<file path="config.mk">
export PLATFORM = sky130hd
export DESIGN_NAME = ofifo_col_align
export DESIGN_NICKNAME = d
export VERILOG_FILES = /design/src/rtl/ofifo_col_align_pkg.sv /design/src/rtl/ofifo_col_align_lane_fifo.sv /design/src/rtl/ofifo_col_align.sv
export SDC_FILE = /design/constraint.sdc
export NUM_CORES = 2
export LEC_CHECK = 0
export BUFFER_PORTS_ARGS = -buffer_cell sky130_fd_sc_hd__buf_2
export CORE_ASPECT_RATIO = 0.75
export CORE_MARGIN = 3
export CORE_UTILIZATION = 40
export DETAILED_ROUTE_END_ITERATION = 10
export PLACE_DENSITY = 0.56
export SYNTH_ARGS = -nofsm -noshare
export SYNTH_HDL_FRONTEND = slang
export SYNTH_SLANG_ARGS = --single-unit
</file>
<file path="constraint.sdc">
create_clock -name clk -period 2.9 [get_ports clk]
set_input_delay 0 -clock clk [delete_from_list [all_inputs] [get_ports clk]]
set_output_delay 0 -clock clk [all_outputs]
set_load 0.02 [all_outputs]
</file>
<file path="src/rtl/ofifo_col_align_pkg.sv">
// Shared constants and helpers for the array-side FIFOs (output column aligner and input row FIFO).
package ofifo_col_align_pkg;

  localparam int unsigned DefCol   = 8;
  localparam int unsigned DefBw    = 16;
  localparam int unsigned DefDepth = 16;

  // One extra MSB over the address lets all depth entries be used.
  function automatic int unsigned ptr_width(input int unsigned depth);
    return $clog2(depth) + 1;
  endfunction

  function automatic int unsigned row_width(input int unsigned col, input int unsigned bw);
    return col * bw;
  endfunction

endpackage

</file>
<file path="src/rtl/ofifo_col_align_lane_fifo.sv">
// Single-lane FIFO with a combinational head entry; one instance per array column.
module ofifo_col_align_lane_fifo
  import ofifo_col_align_pkg::*;
#(
  parameter int unsigned bw    = DefBw,
  parameter int unsigned depth = DefDepth
) (
  input  logic          clk,
  input  logic          reset,
  input  logic [bw-1:0] din,
  input  logic          wr_en,
  input  logic          rd_en,
  output logic [bw-1:0] dout,
  output logic          full,
  output logic          empty
);

  localparam int unsigned PtrW  = ptr_width(depth);
  localparam int unsigned AddrW = PtrW - 1;

  logic [bw-1:0]   mem [depth];
  logic [PtrW-1:0] wp_q, wp_d;
  logic [PtrW-1:0] rp_q, rp_d;
  logic            wr_ok;
  logic            rd_ok;

  assign empty = (wp_q == rp_q);
  assign full  = (wp_q[AddrW-1:0] == rp_q[AddrW-1:0]) && (wp_q[AddrW] != rp_q[AddrW]);
  assign dout  = mem[rp_q[AddrW-1:0]];

  // Full is judged before any same-cycle read, so there is no write pass-through.
  assign wr_ok = wr_en && !full;
  assign rd_ok = rd_en && !empty;

  always_comb begin
    wp_d = wp_q;
    rp_d = rp_q;
    if (wr_ok) wp_d = wp_q + PtrW'(1);
    if (rd_ok) rp_d = rp_q + PtrW'(1);
  end

  always_ff @(posedge clk) begin
    if (reset) begin
      wp_q <= '0;
      rp_q <= '0;
    end else begin
      wp_q <= wp_d;
      rp_q <= rp_d;
    end
  end

  always_ff @(posedge clk) begin
    if (wr_ok) mem[wp_q[AddrW-1:0]] <= din;
  end

endmodule

</file>
<file path="src/rtl/ofifo_col_align.sv">
// Output FIFO of the MAC array: columns write independently, reader pops one aligned row.
module ofifo_col_align
  import ofifo_col_align_pkg::*;
#(
  parameter int unsigned col   = DefCol,
  parameter int unsigned bw    = DefBw,
  parameter int unsigned depth = DefDepth
) (
  input  logic                           clk,
  input  logic                           reset,
  input  logic [row_width(col, bw)-1:0]  in,
  input  logic [col-1:0]                 wr,
  input  logic                           rd,
  output logic [row_width(col, bw)-1:0]  out,
  output logic                           o_out_valid,
  output logic                           o_valid,
  output logic                           o_full,
  output logic                           o_overflow
);

  localparam int unsigned RowW = row_width(col, bw);

  logic [RowW-1:0] head_row;
  logic [col-1:0]  full_v;
  logic [col-1:0]  empty_v;
  logic            rd_ok;

  logic [RowW-1:0] out_q, out_d;
  logic            out_valid_q, out_valid_d;
  logic            ovf_q, ovf_d;

  assign o_valid = &(~empty_v);
  assign o_full  = |full_v;
  assign rd_ok   = rd && o_valid;

  for (genvar c = 0; c < col; c++) begin : g_lane
    ofifo_col_align_lane_fifo #(
      .bw    (bw),
      .depth (depth)
    ) u_lane_fifo (
      .clk   (clk),
      .reset (reset),
      .din   (in[bw*c +: bw]),
      .wr_en (wr[c]),
      .rd_en (rd_ok),
      .dout  (head_row[bw*c +: bw]),
      .full  (full_v[c]),
      .empty (empty_v[c])
    );
  end

  always_comb begin
    out_d       = out_q;
    out_valid_d = rd_ok;
    ovf_d       = ovf_q || |(wr & full_v);
    if (rd_ok) out_d = head_row;
  end

  always_ff @(posedge clk) begin
    if (reset) begin
      out_q       <= '0;
      out_valid_q <= 1'b0;
      ovf_q       <= 1'b0;
    end else begin
      out_q       <= out_d;
      out_valid_q <= out_valid_d;
      ovf_q       <= ovf_d;
    end
  end

  assign out         = out_q;
  assign o_out_valid = out_valid_q;
  assign o_overflow  = ovf_q;

endmodule

</file>
==> impl_results.md <==
- Sequential element share of the synthesized area: roughly three quarters
- Max Fclk: around 370 MHz
- Final-report hold violation count: 0
- Worst-case reg-to-reg path depth: 11
- Final hold slack: roughly 0.064 ns
- DIE WIDTH: approximately 540 um
- Least-Margin Pin Slew: ~1.1 ns
- Number of library cell types mapped by synthesis: 37
- Yosys warning count: 0
- Synthesized area: a little under 0.09 mm2
- Initial Util: 40.4%
- Critical R2R Launch: g_lane[4].u_lane_fifo.rp_q[0]
- Synthesized area per cell: between 20 and 25 um2
- DRC Markers: 0
- Static leakage: 32.4 nW
- CORE AREA: roughly 0.21 mm2
- Worst-case vdd ir drop: approximately 0.54 mV
- Die extent in y: 409 um
- Nets: approximately 5000
- Clock transition at path regs: approximately 0.06 ns
- Top_reg_cell synth: edfxtp_1
- Start point of the critical path: g_lane[2].u_lane_fifo.wp_q[1]
- RR Endpoint: g_lane[5].u_lane_fifo.rp_q[2]
- WL per Instance: roughly 27 um
- Row count: between 100 and 150
- Pwr dens: 641 mW/mm2
- 1st-iter DRT viols: 3964
- Fin crit share: between 90 and 100%
- Worst rel slew slack: 24.6%
- CP Data Arrival Time: 2.70 ns
- Vias in the first global route: ~44000
- Die ar.: ~0.22 mm2
- Fin util: between 40% and 50%
- Clk Latency, worst-skew pair: 0.88 ns
- Layout cell share with drive strength beyond 1: between 30% and 40%
- Htree depth: 4
- Buffer depth of the longest clock path: 4
- Total CTS buffers: about 220
- Area growth, synth to finish: 18.3%
- Crit Path Max Fanout: 25
- Initial antenna violation count: 23
- Critical path's slowest cell: nor4_4
- Total GRT Usage: approximately a fifth
- Worst hold path class: in -> reg
- Worst-path cell chain: xor2_1 -> nor4_4 -> a22oi_2 -> nand4_4 -> inv_8 -> buf_16 -> buf_6
- First-pass GRT wire length: 310000 um
- Max Slew Vio Count: 0
- Final min period: 2.70 ns
- Startpoint Class: flip-flop
- Grt ovf: 0
- Final ANT Viol Nets: 0
- DR vias/cell: around 5.5
- Routability Congestion: 0.766
- Max incr delay on CP: 0.48 ns
- Max_cap viols: 0
- Outcome: completed
- Vias: between 40000 and 50000
- Synthesized flop and latch total: ~2300
- Io pins: between 200 and 300
- Reg2reg setup slack: approximately 0.30 ns
- Critical path endpoint: o_valid
- Crit end category: primary output
- Final wirelength: approximately 210000 um
- Unrepaired setup endpoints after global routing: false
- Cells after Synth: slightly above 4000
- Port Buffers: 270
- CP Class: reg -> out
- Async SR Flop Fraction: 0%
- Worst EP required: roughly 2.9 ns
- Post-synth EDFFs: 2048
- Fin Clk Skew: ~0.055 ns
- Post-DP HPWL: 126000 um
- Final setup fails: 0
- CTS tree: built
- DR pass1 iterations: 5
- Synth Net Count: around 4300
- CTS Root Cell: clkbuf_16
- Largest net degree at the start of global routing: 130
- Pwr Total: 0.0658 W
- CTS Sinks: 2258
## flip-flops by register name, indices dropped and copies added (netlist names)
signal	flops
out	128
g_lane.u_lane_fifo.wp_q	40
o_overflow	1
g_lane.u_lane_fifo.rp_q	40
o_out_valid	1
g_lane.u_lane_fifo.mem	2048
## layout make-up
cell class	count	area [um2]
clock buffers	300	6080
flip-flops and latches	2258	65800
well taps	2831	3540
multi-input cells	1603	20300
clock inverters	109	923
fillers	17683	112000
repair buffers	724	5870
inverters	24	105
diodes	15	37.5
## placed cells by master, fill, tap and decap left out, drive strengths merged, types with 3 or more instances in the layout
master       instances
clkinvlp             5
a21boi              11
buf                556
o31ai                3
edfxtp            2048
bufinv              12
or3                 18
dfxtp              210
nor4                 8
nand2               53
xnor2               16
nor2b                5
or4                  6
mux4               640
nand3              149
mux2                 5
clkbuf             301
nor3                35
a21oi              176
dlygate4sd3        166
nand4               28
ha                  40
xor2                62
nand2b              24
o21ai              157
inv                 27
nor2               153
a22oi                8
diode               15
a31o                 5
clkinv              89
## per-layer routing
metal  vias to the layer above  wire length [um]  GRT usage, %  part of all wire (%)
li1                      18569                 -             -                     -
met1                     23037             98200          29.1                    46
met2                      1263             95700          28.0                    45
met3                       251             13700          3.78                   6.4
met4                         8              4220          4.09                   2.0
met5                         -                54             0                 0.025
## Yosys cell counts (6+ instances only)
master | n | share of area, %
a21boi_1 | 6 | 0.052
a21oi_1 | 176 | 1.0
buf_1 | 27 | 0.12
buf_2 | 84 | 0.48
buf_4 | 8 | 0.069
clkbuf_1 | 143 | 0.62
dfxtp_1 | 210 | 4.8
edfxtp_1 | 2048 | 71
ha_1 | 40 | 0.58
inv_1 | 22 | 0.095
mux4_2 | 640 | 17
nand2_1 | 53 | 0.23
nand2b_1 | 24 | 0.17
nand3_1 | 149 | 0.86
nand4_1 | 27 | 0.19
nor2_1 | 153 | 0.66
nor3_1 | 35 | 0.20
nor4_2 | 8 | 0.12
o21ai_0 | 93 | 0.54
o21ai_1 | 64 | 0.37
or3_1 | 18 | 0.13
or4_1 | 6 | 0.052
xnor2_1 | 16 | 0.16
xor2_1 | 62 | 0.63
## power by group
| part | switching, W | total (W) | internal [W] |
|---|---|---|---|
| sequential | 0.000101 | 0.0359 | 0.0358 |
| clock | 0.0122 | 0.0279 | 0.0158 |
| combinational | 0.00126 | 0.00197 | 0.000708 |
| total | 0.0135 | 0.0658 | 0.0523 |
## kinds of logic after synthesis
group                      synth area share (%)
buffers and inverters                      1.39
DFF                                        75.7
and+or+nand+nor                            2.67
adders and majority gates                 0.577
AOI/OAI and AO/OA                          2.19
muxes                                      16.7
xor gates and xnor gates                  0.787
## metrics by stage
stage,cells,setup TNS (ns),setup WS (ns),instance area (um2)
finish,7864,0,0.204,103000
global route,7855,0,0.00352,103000
CTS,7845,0,0.0313,103000
detailed placement,7268,0,0.344,93800
global placement,7268,0,0.358,93800
floorplan,4147,-3.87,-0.0369,86800
## what timing repair did
item / 4_1_cts / 5_1_grt
setup buffers: 1 / 4
gates cloned: 1 / 0
hold buffers: 166 / 0
pin swaps: 1 / 4
hold endpoints to repair: 2291 / 0
resized for setup: 6 / 5
endpoints found under the setup margin: 1 / 1
## worst min-delay path by stage
stage | depth (start not counted) | start | slack, ns | end
2_1_floorplan | 0 | in[0] | 0.1 | g_lane[0].u_lane_fifo.mem[0][0]
3_3_place_gp | 3 | wr[7] | 0.30 | o_overflow
3_5_place_dp | 3 | wr[7] | 0.32 | o_overflow
4_1_cts | 2 | in[71] | 0.001 | g_lane[4].u_lane_fifo.mem[12][7]
5_1_grt | 2 | in[95] | 0.03 | g_lane[5].u_lane_fifo.mem[0][15]
6_report | 2 | in[95] | 0.06 | g_lane[5].u_lane_fifo.mem[11][15]
## critical path: cells and delay by family, from the launching register on
family / cells / cell delay (ns)
xor gates and xnor gates: 1 / 0.19
DFF: 1 / 0.35
buffers and inverters: 3 / 0.38
AOI/OAI and AO/OA: 1 / 0.19
and+or+nand+nor: 2 / 0.69
No activity file was read; power rests on OpenSTA's default activity.
